==> src/rtl/arb_rr_4_to_1.sv <==
// arb_rr_4_to_1: round-robin 4:1 arbiter feeding a one-entry registered output stage
module mux_4_to_1 #(
  parameter int WIDTH = 32
) (
  input  logic [1:0]            i_key,
  input  logic [3:0][WIDTH-1:0] i_values,
  output logic [WIDTH-1:0]      o_value
);
  // pick the value addressed by the key
  always_comb o_value = i_values[i_key];
endmodule

module arb_rr_4_to_1 #(
  parameter int DATA_WIDTH = 32
) (
  input  logic                       i_clk,
  input  logic                       i_rst,
  input  logic [3:0]                 i_req_valid,
  input  logic [3:0][DATA_WIDTH-1:0] i_req_data,
  output logic [3:0]                 o_req_ready,
  output logic                       o_val_valid,
  input  logic                       i_val_ready,
  output logic [DATA_WIDTH-1:0]      o_val_data,
  output logic [1:0]                 o_key
);
  typedef enum logic {EMPTY, FULL} state_t;
  state_t                state_q, state_d;
  logic [1:0]            ptr_q, ptr_d, key_q, key_d, off, g;
  logic [3:0]            rot;
  logic [DATA_WIDTH-1:0] data_q, data_d, sel;
  logic                  load;
  mux_4_to_1 #(.WIDTH(DATA_WIDTH)) u_mux (
    .i_key   (g),
    .i_values(i_req_data),
    .o_value (sel)
  );
  // rotate valids so the pointer sits at bit 0, then take the first set bit
  always_comb begin
    rot = 4'({i_req_valid, i_req_valid} >> ptr_q);
    off = rot[0] ? 2'd0 : rot[1] ? 2'd1 : rot[2] ? 2'd2 : 2'd3;
    g = ptr_q + off;
    load = !i_rst && (state_q == EMPTY || i_val_ready) && (|i_req_valid);
    o_req_ready = load ? 4'b0001 << g : 4'b0000;
    state_d = load ? FULL : i_val_ready ? EMPTY : state_q;
    data_d = load ? sel : data_q;
    key_d = load ? g : key_q;
    ptr_d = load ? g + 2'd1 : ptr_q;
  end
  // output stage and priority pointer registers
  always_ff @(posedge i_clk) begin
    if (i_rst) begin
      state_q <= EMPTY;
      data_q <= '0;
      key_q <= '0;
      ptr_q <= '0;
    end else begin
      state_q <= state_d;
      data_q <= data_d;
      key_q <= key_d;
      ptr_q <= ptr_d;
    end
  end
  assign o_val_valid = state_q == FULL;
  assign o_val_data = data_q;
  assign o_key = key_q;
endmodule

==> config.mk <==
export PLATFORM = sky130hd
export DESIGN_NAME = arb_rr_4_to_1
export DESIGN_NICKNAME = d
export VERILOG_FILES = /design/src/rtl/arb_rr_4_to_1.sv
export SDC_FILE = /design/constraint.sdc
export NUM_CORES = 1
export LEC_CHECK = 0
export BUFFER_PORTS_ARGS = -buffer_cell sky130_fd_sc_hd__buf_4
export CAP_MARGIN = 5
export CORE_ASPECT_RATIO = 0.6
export CORE_MARGIN = 3
export CORE_UTILIZATION = 41
export DETAILED_ROUTE_END_ITERATION = 8
export PLACE_DENSITY = 0.81
export SETUP_SLACK_MARGIN = 0.1
export SYNTH_ARGS = -nofsm -noshare
export SYNTH_HDL_FRONTEND = slang
export SYNTH_SLANG_ARGS = --single-unit
==> constraint.sdc <==
create_clock -name i_clk -period 3.29 [get_ports i_clk]
set_input_delay 0.658 -clock i_clk [delete_from_list [all_inputs] [get_ports i_clk]]
set_output_delay 0.658 -clock i_clk [all_outputs]
set_load 0.01 [all_outputs]
==> flow_metrics.tcl <==
set metrics [dict create \
    die_h_um 65.11 \
    worstPathRequired_ns 2.63 \
    design_area_sq_mm 0.003914 \
    grt-ovfl-total 0 \
    final_nets 539 \
    yosysSeqAreaShare 0.3103 \
    wl_per_cell_um 15.32 \
    end_kind "output port" \
    ys_types 29 \
    timing.final.ws_setup_ns 0.2354 \
    top_layer "met4" \
    status "finished clean" \
    yosys_warnings 0 \
    area_growth_pct 63.94 \
    drt_first_pass_iters 4 \
    hold_path_class "reg -> reg" \
    yosys-top-cells-area "mux2i_1 (42%), dfxtp_1 (31%), a22o_1 (12%)" \
    wl_met2_um 3445 \
    period_needed_ns 3.055 \
    cp.arrival_ns 2.40 \
    slowest_stage "o211ai_1" \
    syn_nets 368 \
    cts_hold_buf 0 \
    grt_pass1_wl_um 11340 \
    fin_skew_ns 0.009393 \
    wl_um 7352 \
    setup_viol 0 \
    cts_tree "done" \
    slew-limit-headroom 0.7035 \
    fmax_ghz 0.3274 \
    syn_inst 231 \
    maxCapViolations 0 \
    grt_max_degree 39 \
    power_density_mw_per_mm2 762.1 \
    timing.critical_path.mode_cell "buf_4" \
    drc 0 \
    grt_setup_unrepaired "no" \
    met3WireLength_um 685 \
    dp_cells 471 \
    grt.total_usage 0.2062 \
    clk_pin_slew_ns 0.08 \
    ioPinCount 174 \
    startpoint "i_req_valid[1]" \
    antennaDiodeCount 0 \
    hpwl_um 5970 \
    worst_pin_slew_ns 0.4448 \
    coreArea_sq_mm 0.005330 \
    synthArstFlopShare 0 \
    ys.flop_type "dfxtp_1" \
    cts_sinks 37 \
    path_class "in -> out" \
    start_util 0.4479 \
    crit_fanout 7 \
    final_cells 480 \
    max-vdd-ir-drop_v 0.0004682 \
    ys_ff_latch 37 \
    critical_path.cell_chain "buf_4, inv_1, a31oi_1, o211ai_1, ha_4, nand2_1, or3_1, nand4_4, and3b_1, buf_4" \
    cts_buffer_depth 2 \
    placed_cell_area_sq_mm 0.003766 \
    met1_length_um 3174 \
    finalCritPeriodShare 0.9284 \
    via_per_inst 5.058 \
    cpPeakStageDelay_ns 0.35 \
    ant_nets 0 \
    dieArea_sq_mm 0.006804 \
    io_buffers 173 \
    drive_above_1_share 0.4963 \
    via_count 2428 \
    timing.setup.tns_ns 0 \
    clock-root-buffer "clkbuf_8" \
    syn_avg_cell_area_sq_um 10.33 \
    grt_pass1_vias 2414 \
    leakagePower_nw 2.063 \
    hp-start "o_val_data[29]" \
    die_x_um 104.5 \
    row_count 20 \
    h-tree-depth 2 \
    pre_cts_ws_ns 0.2388 \
    antenna_found_initial 0 \
    yosysMostFrequentCell "mux2i_1" \
    r2r_start "ptr_q[0]" \
    synth_edf_count 0 \
    slew_violations 0 \
    yosys.area.top_type_share 0.4151 \
    drtIter0Drc 48 \
    synth.largest_area_cell "mux2i_1" \
    synth_common_cells "mux2i_1 (99), dfxtp_1 (37), a22o_1 (32)" \
    timing_hold_violations_final 0 \
    startpoint_type "input port" \
    power_mw 2.983 \
    place_congestion 0.7351 \
    clk_latency_ns 0.28 \
    cts_buffers 5 \
    syn_area_sq_mm 0.002387 \
]
[final timing paths]
kind | end | slack (ns) | depth (start not counted)
hold / removal | o_val_data[29] | 0.48 | 1
setup / recovery | o_req_ready[2] | 0.24 | 10
setup reg to reg | o_val_data[1] | 0.79 | 10
hold reg to reg | o_val_data[29] | 0.48 | 1
[report_power, final]
group          total (mW)  switching (mW)  internal, mW
Clock               0.400           0.154         0.246
Combinational        1.88           0.861          1.02
Sequential          0.704           0.103         0.602
Total                2.98            1.12          1.87
[worst max-delay path, delay by kind of cell]
kind	cells	cell delay, ns
buffers and inverters	3	0.36
AND/OR/NAND/NOR	4	0.73
adder cells (fa/ha/maj)	1	0.20
AO/OA/AOI/OAI	2	0.45
[metrics by stage]
stage | utilization | hold slack, ns
floorplan | - | 0.4824
global placement | 0.7066 | 0.4547
detailed placement | 0.7066 | 0.4671
CTS | 0.7291 | 0.4873
global route | 0.7343 | 0.4956
finish | 0.7343 | 0.4834
[timing repair]
action	in CTS	in global routing
resized for setup	0	4
setup endpoints to repair	0	3
setup buffers	0	1
[cell type report]
class | count | area, sq um
repair buffers | 184 | 1394
flip-flops and latches | 37 | 742.0
well taps | 77 | 96.34
clock buffers | 6 | 82.58
fillers | 414 | 1416
inverters | 3 | 11.26
multi-input cells | 171 | 1550
clock inverters | 2 | 37.54
[state kept, by name, indices dropped and copies added (netlist names)]
name         flops
o_key            2
o_val_valid      1
o_val_data      32
ptr_q            2
[per-layer routing]
metal	vias to the layer above	track usage
met3	6	0.07360
met1	1102	0.2571
met2	105	0.3457
met4	0	0.04643
li1	1215	-
met5	-	0
[kinds of logic after synthesis]
family / count (synthesis) / share of synthesized area
AOI/OAI and AO/OA: 42 / 0.1436
adders and majority gates: 2 / 0.01048
buffers and inverters: 23 / 0.05555
DFF: 37 / 0.3103
muxes: 100 / 0.4214
and+or+nand+nor: 27 / 0.05869
[placed cells by master, fill, tap and decap left out]
cell type and instances:
nor2_1 8, o21ai_0 3, nor4_1 2, buf_12 1
nor3_2 1, dfxtp_1 36, nand3_1 1, nor2b_2 1
mux2i_1 99, nand2_1 6, a211o_1 1, inv_1 3
bufinv_16 1, dfxtp_2 1, a211oi_1 1, ha_1 1
and3_1 2, mux2_4 1, ha_4 1, or3_1 1
nor3b_1 1, and3b_1 1, a21oi_1 2, a22o_1 32
nor2_2 1, o211ai_1 2, clkinvlp_4 1, clkbuf_8 6
nor3b_2 1, a31oi_1 1, nand4_4 1, buf_4 183
Note: power is estimated with default switching activity, not from simulation.
